### config.mk
export PLATFORM = sky130hd
export DESIGN_NAME = gray_unpack_rgb
export DESIGN_NICKNAME = d
export VERILOG_FILES = /design/src/rtl/facedet_pkg.sv /design/src/rtl/gray_map.sv /design/src/rtl/gray_unpack_rgb.sv
export SDC_FILE = /design/constraint.sdc
export NUM_CORES = 1
export LEC_CHECK = 0
export ABC_CLOCK_PERIOD_IN_PS = 4100
export CAP_MARGIN = 0
export CORE_UTILIZATION = 53
export DETAILED_ROUTE_END_ITERATION = 8
export GPL_TIMING_DRIVEN = 0
export PLACE_DENSITY = 0.94
export SLEW_MARGIN = 40
export SYNTH_ARGS = -nofsm -noshare
export SYNTH_HDL_FRONTEND = slang
export SYNTH_SLANG_ARGS = --single-unit
### constraint.sdc
create_clock -name clk -period 4.1 [get_ports clk]
set_input_delay 0.615 -clock clk [delete_from_list [all_inputs] [get_ports clk]]
set_output_delay 0.615 -clock clk [all_outputs]
set_load 0.01 [all_outputs]
### src/rtl/facedet_pkg.sv
// facedet_pkg: definitions shared by the gray unpacker and its pixel mapper.
//   PIX_W        - bits per gray pixel
//   PIX_PER_WORD - gray pixels packed into one input word
//   state_t      - unpacker FSM state (EMPTY: no word held, UNPACK: word held)
package facedet_pkg;

    localparam int PIX_W        = 8;
    localparam int PIX_PER_WORD = 4;

    typedef enum logic {
        EMPTY  = 1'b0,
        UNPACK = 1'b1
    } state_t;

endpackage

### src/rtl/gray_map.sv
// gray_map: purely combinational gray-to-channel mapping.
//   i_gray   - selected 8-bit gray pixel
//   i_thresh - binarisation threshold (present only with GRAY_UNPACK_THRESH_EN)
//   o_pix    - value driven onto each of R, G and B
// Build option: GRAY_UNPACK_THRESH_EN selects a binary output
// (FF when gray >= thresh, else 00); otherwise the gray value passes through.
module gray_map
    import facedet_pkg::*;
(
    input  logic [PIX_W-1:0] i_gray,
`ifdef GRAY_UNPACK_THRESH_EN
    input  logic [PIX_W-1:0] i_thresh,
`endif
    output logic [PIX_W-1:0] o_pix
);

`ifdef GRAY_UNPACK_THRESH_EN
    assign o_pix = (i_gray >= i_thresh) ? {PIX_W{1'b1}} : {PIX_W{1'b0}};
`else
    assign o_pix = i_gray;
`endif

endmodule

### src/rtl/gray_unpack_rgb.sv
// gray_unpack_rgb: unpacks 32-bit words of four gray pixels into one RGB
// pixel per cycle and tags each pixel with frame position markers.
//   clk, rst_n          - clock (rising edge), async active-low reset
//   in_data/in_valid/in_ready   - packed word input (pixel 0 in [7:0])
//   R/G/B/out_valid/out_ready   - pixel output stream
//   sof/eol/eof         - start of frame / end of line / end of frame
//   thresh              - threshold (only with GRAY_UNPACK_THRESH_EN)
//   o_dbg_state, o_dbg_idx      - FSM state and pixel index, for observation
// Build option: GRAY_UNPACK_THRESH_EN adds the thresh port and binarises
// the output through gray_map.
//
// Handshake: a transfer happens on a rising edge where valid && ready are
// both high; a producer holding valid keeps its data stable until ready,
// and while out_valid && !out_ready every pixel output and marker is held.
module gray_unpack_rgb
    import facedet_pkg::*;
#(
    parameter int IMG_WIDTH  = 640,
    parameter int IMG_HEIGHT = 480
) (
    input  logic                 clk,
    input  logic                 rst_n,
    input  logic [31:0]          in_data,
    input  logic                 in_valid,
    output logic                 in_ready,
    output logic [PIX_W-1:0]     R,
    output logic [PIX_W-1:0]     G,
    output logic [PIX_W-1:0]     B,
    output logic                 out_valid,
    input  logic                 out_ready,
    output logic                 sof,
    output logic                 eol,
    output logic                 eof,
`ifdef GRAY_UNPACK_THRESH_EN
    input  logic [PIX_W-1:0]     thresh,
`endif
    output state_t               o_dbg_state,
    output logic [1:0]           o_dbg_idx
);

    localparam int CW = (IMG_WIDTH  > 1) ? $clog2(IMG_WIDTH)  : 1;
    localparam int RW = (IMG_HEIGHT > 1) ? $clog2(IMG_HEIGHT) : 1;

    state_t           r_state, w_state_nxt;
    logic [1:0]       r_idx, w_idx_nxt;
    logic [31:0]      r_word, w_word_nxt;
    logic [CW-1:0]    r_col;
    logic [RW-1:0]    r_row;
    logic             w_accept, w_xfer, w_last_col, w_last_row;
    logic [PIX_W-1:0] w_gray, w_mapped;

    assign out_valid = (r_state == UNPACK);
    // The next word is taken in the same cycle the last pixel leaves, so a
    // continuous input stream produces no bubble between words.
    assign in_ready  = (r_state == EMPTY) || ((r_idx == 2'd3) && out_ready);
    assign w_accept  = in_valid && in_ready;
    assign w_xfer    = out_valid && out_ready;

    // ---------------- FSM: state register ----------------
    always_ff @(posedge clk or negedge rst_n) begin
        if (!rst_n) begin
            r_state <= EMPTY;
            r_idx   <= 2'd0;
            r_word  <= '0;
        end else begin
            r_state <= w_state_nxt;
            r_idx   <= w_idx_nxt;
            r_word  <= w_word_nxt;
        end
    end

    // ---------------- FSM: next state ----------------
    always_comb begin
        w_state_nxt = r_state;
        w_idx_nxt   = r_idx;
        w_word_nxt  = r_word;
        case (r_state)
            EMPTY: begin
                if (w_accept) begin
                    w_state_nxt = UNPACK;
                    w_idx_nxt   = 2'd0;
                    w_word_nxt  = in_data;
                end
            end
            UNPACK: begin
                if (w_xfer) begin
                    if (r_idx == 2'd3) begin
                        w_idx_nxt = 2'd0;
                        if (w_accept) begin
                            w_word_nxt = in_data;
                        end else begin
                            w_state_nxt = EMPTY;
                        end
                    end else begin
                        w_idx_nxt = r_idx + 2'd1;
                    end
                end
            end
            default: begin
                w_state_nxt = EMPTY;
                w_idx_nxt   = 2'd0;
            end
        endcase
    end

    // ---------------- frame position ----------------
    assign w_last_col = (r_col == CW'(IMG_WIDTH - 1));
    assign w_last_row = (r_row == RW'(IMG_HEIGHT - 1));

    always_ff @(posedge clk or negedge rst_n) begin
        if (!rst_n) begin
            r_col <= '0;
            r_row <= '0;
        end else if (w_xfer) begin
            if (w_last_col) begin
                r_col <= '0;
                r_row <= w_last_row ? '0 : r_row + 1'b1;
            end else begin
                r_col <= r_col + 1'b1;
            end
        end
    end

    // ---------------- pixel path ----------------
    assign w_gray = r_word[{r_idx, 3'b000} +: PIX_W];

`ifdef GRAY_UNPACK_THRESH_EN
    // Threshold is captured whenever a new pixel is presented, so a stalled
    // pixel keeps the mapping it was shown with.
    logic [PIX_W-1:0] r_thresh;

    always_ff @(posedge clk or negedge rst_n) begin
        if (!rst_n) begin
            r_thresh <= '0;
        end else if (w_accept || w_xfer) begin
            r_thresh <= thresh;
        end
    end

    gray_map u_map (
        .i_gray   (w_gray),
        .i_thresh (r_thresh),
        .o_pix    (w_mapped)
    );
`else
    gray_map u_map (
        .i_gray (w_gray),
        .o_pix  (w_mapped)
    );
`endif

    // Gating with out_valid keeps every pixel output at zero while idle or
    // in reset, even when the mapping of a zero word would be nonzero.
    assign R   = out_valid ? w_mapped : '0;
    assign G   = out_valid ? w_mapped : '0;
    assign B   = out_valid ? w_mapped : '0;
    assign sof = out_valid && (r_col == '0) && (r_row == '0);
    assign eol = out_valid && w_last_col;
    assign eof = out_valid && w_last_col && w_last_row;

    assign o_dbg_state = r_state;
    assign o_dbg_idx   = r_idx;

endmodule

---- After elaboration in Yosys (flattened, before gate mapping) ----
Cells that the tools add are included.
W data, S select, Z words.
storage, ports and cells
  register bits ........................... 54
  logic and storage cells ................. 44
operators by class
  add/sub/neg operators ................... 3
  equal/unequal tests ..................... 6
  shift operators ......................... 1
  mux-type cells .......................... 15
  bitwise gates (word level) .............. 1
  reduce and logical (&&, ||, !) cells .... 13
operators with widths
  cell                     count
  $mux W32                 3
  $pmux W32 S2             1
  $shiftx A32 B6 Y8        1
  $add A10 B1 Y10 const B  1
  $eq A10 B10 Y1 const B   1
  $logic_not A10 Y1        1
  $mux W10                 1
  $add A9 B1 Y9 const B    1
  $eq A9 B9 Y1 const B     1
  $logic_not A9 Y1         1
  $mux W9                  1
  $mux W8                  1
  $logic_and A1 B1 Y1      7
  $mux W2                  3
  $reduce_and A2 Y1        3
  $ne A2 B1 Y1 const B     2
  $pmux W2 S2              1
  $mux W1                  3
  $add A2 B1 Y2 const B    1
  $eq A2 B2 Y1 const B     1
  $ne A2 B2 Y1 const B     1
  $pmux W1 S2              1
  $logic_or A1 B1 Y1       1
  $not A1 Y1               1

---- Depth between registers and ports, before layout ----
Gate-level depths: netlist of run 1.
  word-level depth ........................ 8
  gate-level depth with buffers ........... 7
  gate-level depth less buffers ........... 5

---- Hierarchy ----
Synthesis of run 1 repeated with hierarchy kept, for this count alone.
second synthesis, totals
  cells, all modules ...................... 236
  area total of the unflattened synthesis .. 2770.2 µm²
modules (own cells, without submodules)
  module           times used  cells an instance  area each (µm²)
  gray_unpack_rgb  1           228                2710.1
  gray_map         1           8                  60.1

---- Least setup slack after synthesis of run 1 ----
Ideal clock, no wire load.
  kind .................................... reg2out
  start ................................... register r_idx[0], in the netlist o_dbg_idx[0]
  end ..................................... output port G[0]
  arrival time ............................ 1.551 ns
  data required time ...................... 3.485 ns
  slack ................................... 1.934 ns
  stages on the path, launching flop included .. 5
  path through ............................ dfrtp_1 buf_2 mux4_2 and2_1 buf_4
on the way
  longest elaborated chain between the ends .. 2
RTL lines
  what                    RTL line                source
  from (decl)             gray_unpack_rgb.sv:45   logic [1:0] r_idx, w_idx_nxt;
  from (signal assigned)  gray_unpack_rgb.sv:67   r_idx <= w_idx_nxt;
  $shiftx A32 B6 Y8       gray_unpack_rgb.sv:125  assign w_gray = r_word[{r_idx, 3'b000} +: PIX_W];
  $mux W8                 n/a
  to (decl)               gray_unpack_rgb.sv:27   output logic [PIX_W-1:0] G,
No other way between the ends.

---- Final worst setup path of run 1 ----
  start ................................... register r_idx[0], in the netlist o_dbg_idx[0]
  end ..................................... output port G[1]
on the way
  longest elaborated chain between the ends .. 2
RTL lines
  what               RTL line                source
  $shiftx A32 B6 Y8  gray_unpack_rgb.sv:125
  $mux W8            gray_unpack_rgb.sv:155  assign G = out_valid ? w_mapped : '0;
No other way between the ends.

==> impl_metrics.csv, run 1 <==
group,metric,value,unit
synth,synth_cell_types,38,
synth,synth-edff-count,0,
critical_path,cp.buffers_inverters,3,
power,power.leakage,1.57,nW
cells_and_area,final_nets,345,
synth,synthCells,229,
synth,ys_seq_area_share,48.7,%
power,max-vdd-ir-drop,0.000457,V
global_route,grt_max_degree,41,
placed_design,numPortBuffers,67,
critical_path,worstSetupPathType,"reg2out",
clock_tree,cts_tree,"yes",
drt,postRouteAntennaNets,0,
floorplanning,rows,25,
status,status,"finished clean",
global_route,grt.total_usage,24.8,%
flow_run,drv_cap,0,
clock_tree,ctsResizeCount,0,
synth,synthFlopType,"dfrtp_1",
sta,max_freq,0.332,GHz
synth,syn_area,0.00278,sq mm
cells_and_area,multi_input_area,0.00121,sq mm
clock_tree,holdBufCountCts,0,
floorplanning,ios,68,
clock_tree,post_cts.repair.setup_buffers,0,
sta,skew,9.48,ps
cells_and_area,final_common_cell,"clkdlybuf4s50_1",
synth,async_flop_share,100,%
critical_path,path_max_fanout,10,
placed_design,place_ws,1430,ps
sta,tns,0,ps
global_route,overflow,0,
floorplanning,die_x,74.4,um
clock_tree,cts_buffer_depth,2,
hold_path,hold_class,"in2async",
drt,routed_via_density,5.51,
placed_design,dpl.hpwl,4470,um
clock_tree,htree_num_levels,2,
drt,drt_wl_total,5930,um
drt,vias,2050,
synth,avgSynthCellArea,12.1,sq um
clock_tree,cts-root-buf,"clkbuf_8",
sta,tightest_slew,573,ps
synth,synth_area_leaders,"dfrtp_1 (49%), mux2_1 (13%), mux4_2 (6.5%)",
floorplanning,dieArea,0.00553,sq mm
critical_path,cp.arrival,2400,ps
critical_path,reg2reg_depth,6,
critical_path,path_depth,5,
sta,setup_slack,1080,ps
drt,routedWlPerCell,15.9,um
critical_path,required,3480,ps
critical_path,end_kind,"primary output",
cells_and_area,final_cell_mix,"clkdlybuf4s50_1 (66), dfrtp_1 (54), mux2_1 (32), buf_4 (21), nand2_1 (14)",
floorplanning,coreArea,0.00488,sq mm
synth,ys_seq_elements,54,
sta,hold_viol_final,0,
sta,setup-violations-final,0,
sta,finalCritPeriodShare,73.6,%
synth,yosys.area.top_type_share,48.7,%
synth,synth_area_leader_cell,"dfrtp_1",
clock_tree,clk_pin_slew,90,ps
critical_path,worstPathCellList,"buf_2, mux4_2, and2_1, buf_4, clkdlybuf4s50_1",
floorplanning,initial_core_util,56.9,%
placed_design,placed_area,0.00355,sq mm
synth,synthesis.nets,270,
critical_path,cpLargestDelayFamily,"buffers and inverters",
sta,min_period,3020,ps
critical_path,start_kind,"register",
cells_and_area,synthToLayoutAreaGrowth,31.1,%
clock_tree,cts_sinks,54,
synth,yosysWarnings,0,
power,power_density,733,mW/mm^2
cells_and_area,num_antenna_cells,0,
floorplanning,die_h,74.4,um
drt,drc_errors,0,
cells_and_area,final.fill_count,320,
cells_and_area,regArea,0.00135,sq mm
global_route,grt_pass1_vias,2040,
critical_path,slowest_delay,560,ps
drt,drtPass1Iterations,4,
sta,slew_violations,0,
clock_tree,insertion_delay,310,ps
sta,rsz0062_at_grt,"no",
drt,drtIter0Drc,145,
critical_path,slowest_stage,"mux4_2",
global_route,antenna_found_initial,0,
placed_design,place_congestion,0.839,
sta,whs,141,ps
sta,max-slew-margin-rel,61.8,%
clock_tree,cts_buffers,5,
global_route,grt_pass1_wl,10100,um
cells_and_area,final_area,0.00364,sq mm
cells_and_area,drive_gt1_share,15.7,%
metrics by stage:
stage | utilization (%) | cells | power, mW
4_1_cts | 74.6 | 372 | 2.70
3_5_place_dp | 72.7 | 364 | 2.39
5_1_grt | 74.6 | 372 | 2.84
3_3_place_gp | 72.4 | 363 | 2.30
2_1_floorplan | - | 229 | 1.69
6_report | 74.6 | 372 | 2.67
synth_stat cells, types with 2 or more instances:
library cell	instances
a21oi_1	3
and2_1	9
and3_1	3
and4_1	6
buf_2	6
buf_4	20
clkbuf_1	2
dfrtp_1	54
ha_1	5
inv_1	6
mux2_1	32
mux4_2	8
nand2_1	14
nand2b_1	3
nand3_1	11
nand4_1	3
nor2_1	5
nor4b_1	3
o21ai_0	4
o21ai_1	7
xnor2_1	5
xor2_1	4
worst paths after layout:
| kind | startpoint | to | slack, ps |
|---|---|---|---|
| max | o_dbg_idx[0]$_DFFE_PN0P_ | G[1] | 1080 |
| min | rst_n | r_col[7]$_DFFE_PN0N_ | 140 |
| max reg2reg | o_dbg_idx[0]$_DFFE_PN0P_ | r_word[10]$_DFFE_PN0P_ | 2320 |
| min reg2reg | r_word[18]$_DFFE_PN0P_ | r_word[18]$_DFFE_PN0P_ | 490 |
| max in group asynchronous | rst_n | r_row[3]$_DFFE_PN0P_ | 3490 |
| min in group clk | r_word[18]$_DFFE_PN0P_ | r_word[18]$_DFFE_PN0P_ | 490 |
cell families (layout without fill, tap and decap cells):
group | Yosys count | count (layout) | synth area share, %
DFF | 54 | 54 | 48.7
AOI/OAI and AO/OA | 18 | 18 | 3.83
adders and majority gates | 5 | 5 | 2.25
muxes | 42 | 42 | 20.2
buffers and inverters | 34 | 110 | 7.57
xor gates and xnor gates | 9 | 9 | 2.84
and+or+nand+nor | 67 | 67 | 14.6
power by group:
| group | switching, mW | leakage (nW) | total, mW | internal (mW) |
|---|---|---|---|---|
| sequential | 0.126 | 0.661 | 0.857 | 0.731 |
| combinational | 0.544 | 0.857 | 1.50 | 0.959 |
| clock | 0.170 | 0.0482 | 0.306 | 0.137 |
flip-flops by register name (all words and copies together), names as in the netlist:
signal and count:
o_dbg_idx 2, o_dbg_state 1, r_col 10, r_row 9, r_word 32
layer usage:
layer | vias up | part of all wire (%) | track usage [%]
li1 | 952 | - | -
met1 | 1014 | 40 | 30.8
met2 | 76 | 53 | 43.0
met3 | 8 | 5.1 | 4.88
met4 | 0 | 1.6 | 9.01
met5 | - | 0 | 0
layout make-up:
class,instances,share of cell area (%)
plain buffers,28,5.16
clock buffers,7,2.37
clock inverters,1,0.138
inverters,6,0.619
multi-input cells,141,33.4
flip-flops and latches,54,37.1
well taps,67,2.30
repair buffers,68,18.9
Note: power is estimated with default switching activity, not from simulation.
==> run 2: changes to the inputs <==
--- a/config.mk
+++ b/config.mk
@@ -5,12 +5,12 @@
 export SDC_FILE = /design/constraint.sdc
 export NUM_CORES = 1
 export LEC_CHECK = 0
-export ABC_CLOCK_PERIOD_IN_PS = 4100
+export ABC_CLOCK_PERIOD_IN_PS = 2800
 export CAP_MARGIN = 0
-export CORE_UTILIZATION = 53
+export CORE_UTILIZATION = 49
 export DETAILED_ROUTE_END_ITERATION = 8
 export GPL_TIMING_DRIVEN = 0
-export PLACE_DENSITY = 0.94
+export PLACE_DENSITY = 0.88
 export SLEW_MARGIN = 40
 export SYNTH_ARGS = -nofsm -noshare
 export SYNTH_HDL_FRONTEND = slang
==> constraint.sdc (replaced) <==
create_clock -name clk -period 2.8 [get_ports clk]
set_input_delay 0.42 -clock clk [delete_from_list [all_inputs] [get_ports clk]]
set_output_delay 0.42 -clock clk [all_outputs]
set_load 0.01 [all_outputs]
==> run 2 against run 1 <==
Critical path depth is the same; largest cell class unchanged; global-route usage decreased by 2.5 points; critical endpoint is now G[5]; wire length fell by 1.9%; combinational power up 47%; highest routed layer unchanged; die area up 8.0%; hold slack improved by 340 ps.
==> impl_metrics.csv, run 2 (synthesized netlist as in run 1, its figures left out) <==
group,metric,value,unit
cells_and_area,final_common_cell,"clkdlybuf4s50_1",
global_route,antenna_found_initial,0,
sta,hold_viol_final,0,
critical_path,reg2reg_depth,6,
clock_tree,cts_tree,"yes",
drt,drt_wl_total,5820,um
power,power_density,1060,mW/mm^2
critical_path,required,2380,ps
placed_design,placed_area,0.00355,sq mm
critical_path,endpoint,"G[5]",
drt,drtPass1Iterations,4,
clock_tree,insertion_delay,310,ps
clock_tree,clk_pin_slew,100,ps
sta,slew_violations,0,
placed_design,place_congestion,0.810,
sta,finalCritPeriodShare,96.1,%
critical_path,cp.arrival,2270,ps
critical_path,startpoint,"o_dbg_idx[0]$_DFFE_PN0P_",
floorplanning,die_x,77.3,um
hold_path,hold_class,"in2async",
critical_path,end_kind,"primary output",
cells_and_area,final.fill_count,430,
cells_and_area,drive_gt1_share,16.3,%
sta,rsz0062_at_grt,"no",
floorplanning,die_h,77.3,um
cells_and_area,largest_reg_flops,32,
sta,min_period,2690,ps
floorplanning,coreArea,0.00547,sq mm
power,max-vdd-ir-drop,0.000667,V
cells_and_area,num_antenna_cells,0,
placed_design,numPortBuffers,67,
status,status,"finished clean",
cells_and_area,multi_input_area,0.00122,sq mm
clock_tree,post_cts.repair.setup_buffers,0,
cells_and_area,final_cell_mix,"clkdlybuf4s50_1 (66), dfrtp_1 (53), mux2_1 (32), buf_4 (21), nand2_1 (14)",
drt,routedWlPerCell,15.4,um
global_route,grt_pass1_wl,10200,um
critical_path,worstSetupPathType,"reg2out",
cells_and_area,fin_cells,378,
drt,routed_via_density,5.30,
sta,max_freq,0.372,GHz
floorplanning,initial_core_util,50.7,%
sta,max-slew-margin-rel,65.2,%
critical_path,start_kind,"register",
placed_design,dp.cells,369,
global_route,overflow,0,
critical_path,r2r_end,"r_word[12]$_DFFE_PN0P_",
global_route,grt.total_usage,22.3,%
power,total_power,3.91,mW
drt,postRouteAntennaNets,0,
sta,whs,480,ps
drt,drtIter0Drc,97,
cells_and_area,final_nets,346,
sta,skew,11.1,ps
cells_and_area,regArea,0.00135,sq mm
critical_path,reg2reg_slack,980,ps
floorplanning,ios,68,
cells_and_area,reg_top3,"r_word x32, r_col x10, r_row x9",
clock_tree,cts-root-buf,"clkbuf_8",
clock_tree,cts_buffers,5,
floorplanning,dieArea,0.00597,sq mm
power,power.leakage,1.57,nW
flow_run,drv_cap,0,
critical_path,path_max_fanout,10,
sta,setup-violations-final,0,
cells_and_area,regMostFlops,"r_word",
floorplanning,rows,27,
global_route,grt_pass1_vias,2067,
clock_tree,htree_num_levels,2,
placed_design,dpl.hpwl,4250,um
cells_and_area,synthToLayoutAreaGrowth,32.4,%
global_route,grt_max_degree,44,
clock_tree,cts_sinks,54,
critical_path,r2r_start,"o_dbg_idx[0]$_DFFE_PN0P_",
drt,drc_errors,0,
drt,vias,2004,
clock_tree,cts_buffer_depth,2,
sta,tightest_slew,522,ps
sta,tns,0,ps
cells_and_area,final_area,0.00367,sq mm
-- run 2: area by class of cell --
type                    count  share of cell area (%)
flip-flops and latches     54                    36.8
multi-input cells         141                    33.2
clock inverters             1                   0.238
clock buffers               7                    2.35
repair buffers             69                    19.0
well taps                  72                    2.45
plain buffers              28                    5.31
inverters                   6                   0.613
-- run 2: worst min path at each step --
stage          slack, ps                        to  cells after the start
2_1_floorplan        120  o_dbg_idx[0]$_DFFE_PN0P_                      0
3_3_place_gp         470    r_word[10]$_DFFE_PN0P_                      1
3_5_place_dp         280      r_row[4]$_DFFE_PN0P_                      1
4_1_cts              470      r_row[8]$_DFFE_PN0P_                      2
5_1_grt              500      r_row[8]$_DFFE_PN0P_                      2
6_report             480      r_row[8]$_DFFE_PN0P_                      2
-- run 2: metal layers --
layer  track usage, %  wire length [um]  vias up
met1             28.9              2520     1009
li1                 -                 -      952
met4             7.92                86        0
met5                0                 0        -
met2             37.4              3020       37
met3             3.81               192        6
-- run 2: stage by stage --
step / utilization (%) / setup slack (ps)
3_5_place_dp: 65.0 / 301
5_1_grt: 67.1 / 10.9
4_1_cts: 66.9 / 47.9
2_1_floorplan: - / 829
3_3_place_gp: 64.6 / -338
6_report: 67.1 / 109
-- run 2: critical path: stages, from the launching register on --
cell and delay [ps]:
dfrtp_1 430, buf_6 210, mux4_2 500, and2_1 200, buf_4 140, clkdlybuf4s50_1 480
-- run 2: what timing repair did --
action / 4_1_cts / 5_1_grt
gates resized for setup: 2 / 3
hold endpoints to repair: 11 / 0
endpoints found under the setup margin: 16 / 5
pin swaps: 0 / 0
hold buffers: 1 / 0
-- run 2: power breakdown --
part	total, mW	switching, mW	internal (mW)
clock	0.459	0.254	0.205
sequential	1.24	0.171	1.07
combinational	2.21	0.792	1.42
==> run 3: changes to the inputs <==
--- a/config.mk
+++ b/config.mk
@@ -11,6 +11,7 @@
 export DETAILED_ROUTE_END_ITERATION = 8
 export GPL_TIMING_DRIVEN = 0
 export PLACE_DENSITY = 0.88
+export SETUP_SLACK_MARGIN = 0.5
 export SLEW_MARGIN = 40
 export SYNTH_ARGS = -nofsm -noshare
 export SYNTH_HDL_FRONTEND = slang
==> run 3 against run 2 <==
Combinational power grew 24%; flip-flop and latch count stayed put; design area grew 7.1%; worst setup slack improved by 350 ps; via count is 7.5% higher; first-iteration DRC count decreased by 18%; global-route usage rose by 1.5 points; power is 14% higher; critical path depth grew 2; hold slack lost 0.66 ps; critical path type unchanged; largest cell class unchanged.
==> impl_metrics.csv, run 3 (synthesized netlist as in run 1, its figures left out) <==
group,metric,value,unit
floorplanning,die_h,77.3,um
sta,setup-violations-final,0,
cells_and_area,final_common_cell,"dfrtp_1",
power,max-vdd-ir-drop,0.000733,V
critical_path,endpoint,"R[7]",
drt,routedWlPerCell,16.9,um
power,power.leakage,1.77,nW
drt,postRouteAntennaNets,0,
critical_path,path_max_fanout,4,
cells_and_area,final.fill_count,385,
global_route,grt_max_degree,44,
cells_and_area,regMostFlops,"r_word",
global_route,grt_pass1_vias,2200,
critical_path,reg2reg_depth,8,
global_route,overflow,0,
sta,rsz0062_at_grt,"yes",
power,seq_power_share,27.7,%
placed_design,numPortBuffers,67,
cells_and_area,reg_top3,"r_word x32, r_col x10, r_row x9",
cells_and_area,final_cell_mix,"dfrtp_1 (50), clkdlybuf4s50_1 (38), buf_6 (34), mux2_1 (32), buf_4 (17)",
placed_design,place_congestion,0.810,
sta,tightest_slew,317,ps
status,status,"finished clean",
cells_and_area,drive_gt1_share,34.2,%
floorplanning,coreArea,0.00547,sq mm
power,internal_power,3.02,mW
sta,setup_slack,457,ps
clock_tree,cts_sinks,54,
cells_and_area,largest_reg_flops,32,
sta,min_period,2340,ps
clock_tree,cts-root-buf,"clkbuf_8",
floorplanning,dieArea,0.00597,sq mm
sta,max-slew-margin-rel,78.9,%
global_route,antenna_found_initial,0,
clock_tree,cts_buffer_depth,2,
critical_path,required,2380,ps
critical_path,r2r_start,"o_dbg_idx[0]$_DFFE_PN0P_",
power,power_density,1130,mW/mm^2
floorplanning,ios,68,
critical_path,reg2reg_slack,690,ps
critical_path,cp.arrival,1920,ps
power,switchingPower,1.42,mW
flow_run,drv_cap,0,
sta,max_freq,0.427,GHz
global_route,grt_pass1_wl,10800,um
power,combinationalPowerShare,61.9,%
cells_and_area,fin_cells,394,
critical_path,end_kind,"primary output",
hold_path,hold_class,"in2async",
sta,hold_viol_final,0,
sta,slew_violations,0,
drt,drtIter0Drc,80,
power,switching_share,32.0,%
drt,drtPass1Iterations,4,
placed_design,dp.cells,369,
cells_and_area,synthToLayoutAreaGrowth,41.7,%
floorplanning,rows,27,
clock_tree,cts_buffers,5,
clock_tree,htree_num_levels,2,
power,power_frac_clock,10.4,%
clock_tree,insertion_delay,320,ps
clock_tree,cts_tree,"yes",
drt,vias,2154,
drt,routed_via_density,5.47,
floorplanning,die_x,77.3,um
cells_and_area,finalCoreUtilization,71.9,%
placed_design,dpl.hpwl,4250,um
placed_design,place_ws,301,ps
global_route,grt.total_usage,23.8,%
sta,skew,9.54,ps
clock_tree,clk_pin_slew,90,ps
critical_path,start_kind,"register",
cells_and_area,final_nets,362,
critical_path,worstSetupPathType,"reg2out",
sta,finalCritPeriodShare,83.7,%
drt,drt_wl_total,6660,um
floorplanning,initial_core_util,50.7,%
critical_path,startpoint,"o_dbg_idx[0]$_DFFE_PN0P_",
critical_path,r2r_end,"r_word[12]$_DFFE_PN0P_",
cells_and_area,num_antenna_cells,0,
drt,drc_errors,0,
==> run 3: cell types whose count changed in the layout (fill, tap and decap cells not counted), moves of 3 or more <==
cell             delta
and2_1              -8
nor4b_1             -3
nor4b_2             +3
buf_4               -4
buf_6              +33
clkdlybuf4s50_1    -28
and2_4              +8
buf_2               +4
clkbuf_2            +7
dfrtp_1             -3
dfrtp_2             +3
==> run 3: worst max-delay path, cell delays in order, from the launching register on <==
cell and delay [ps]:
dfrtp_2 430, buf_6 120, buf_12 110, buf_16 120, mux4_2 410, and2_4 190, buf_6 110, buf_6 110
==> run 3: layout make-up <==
class	instances	area [sq um]	share of cell area [%]
inverter	6	22.5	0.572
multi-input combinational	141	1280	32.6
sequential	54	1360	34.5
tap	72	90.1	2.29
timing repair buffer	85	833	21.2
buffer	28	256	6.52
clock inverter	1	8.76	0.223
clock buffer	7	86.3	2.19
==> run 3: routing by layer <==
layer	global-route usage, %	wire, um
met1	30.8	2760
met2	39.7	3470
met3	4.17	319
met4	8.87	109
met5	0	0
==> run 3: through the flow <==
| step | hold WS (ps) | area, sq um | power [mW] | TNS, ps |
|---|---|---|---|---|
| 2_1_floorplan | 124 | 2780 | 2.47 | 0 |
| 3_3_place_gp | 469 | 3540 | 3.38 | -18090 |
| 3_5_place_dp | 278 | 3550 | 3.47 | 0 |
| 4_1_cts | 472 | 3800 | 4.06 | 0 |
| 5_1_grt | 487 | 3940 | 4.69 | 0 |
| 6_report | 480 | 3940 | 4.44 | 0 |
==> run 3: what timing repair did <==
action | in CTS | in global routing
hold endpoints to repair | 11 | 0
pin swaps | 2 | 1
gates resized for setup | 117 | 44
hold buffers | 1 | 0
setup endpoints to repair | 27 | 27
buffers inserted | 12 | 3
gates cloned | 1 | 0
==> run 3: worst min-delay path by stage <==
| stage | start | to | slack (ps) | depth (start not counted) |
|---|---|---|---|---|
| 3_3_place_gp | r_word[10]$_DFFE_PN0P_ | r_word[10]$_DFFE_PN0P_ | 470 | 1 |
| 2_1_floorplan | rst_n | o_dbg_idx[0]$_DFFE_PN0P_ | 120 | 0 |
| 4_1_cts | rst_n | r_row[8]$_DFFE_PN0P_ | 470 | 2 |
| 5_1_grt | rst_n | r_row[8]$_DFFE_PN0P_ | 490 | 2 |
| 6_report | rst_n | r_row[8]$_DFFE_PN0P_ | 480 | 2 |
| 3_5_place_dp | rst_n | r_row[4]$_DFFE_PN0P_ | 280 | 1 |
==> run 3: power groups by stage <==
stage,registers (mW),logic [mW],clock network (mW)
final,1.23,2.75,0.464
after global routing,1.27,2.92,0.507
after CTS,1.22,2.37,0.471
after detailed placement,1.25,2.22,0
after global placement,1.23,2.15,0
after floorplan,1.21,1.26,0
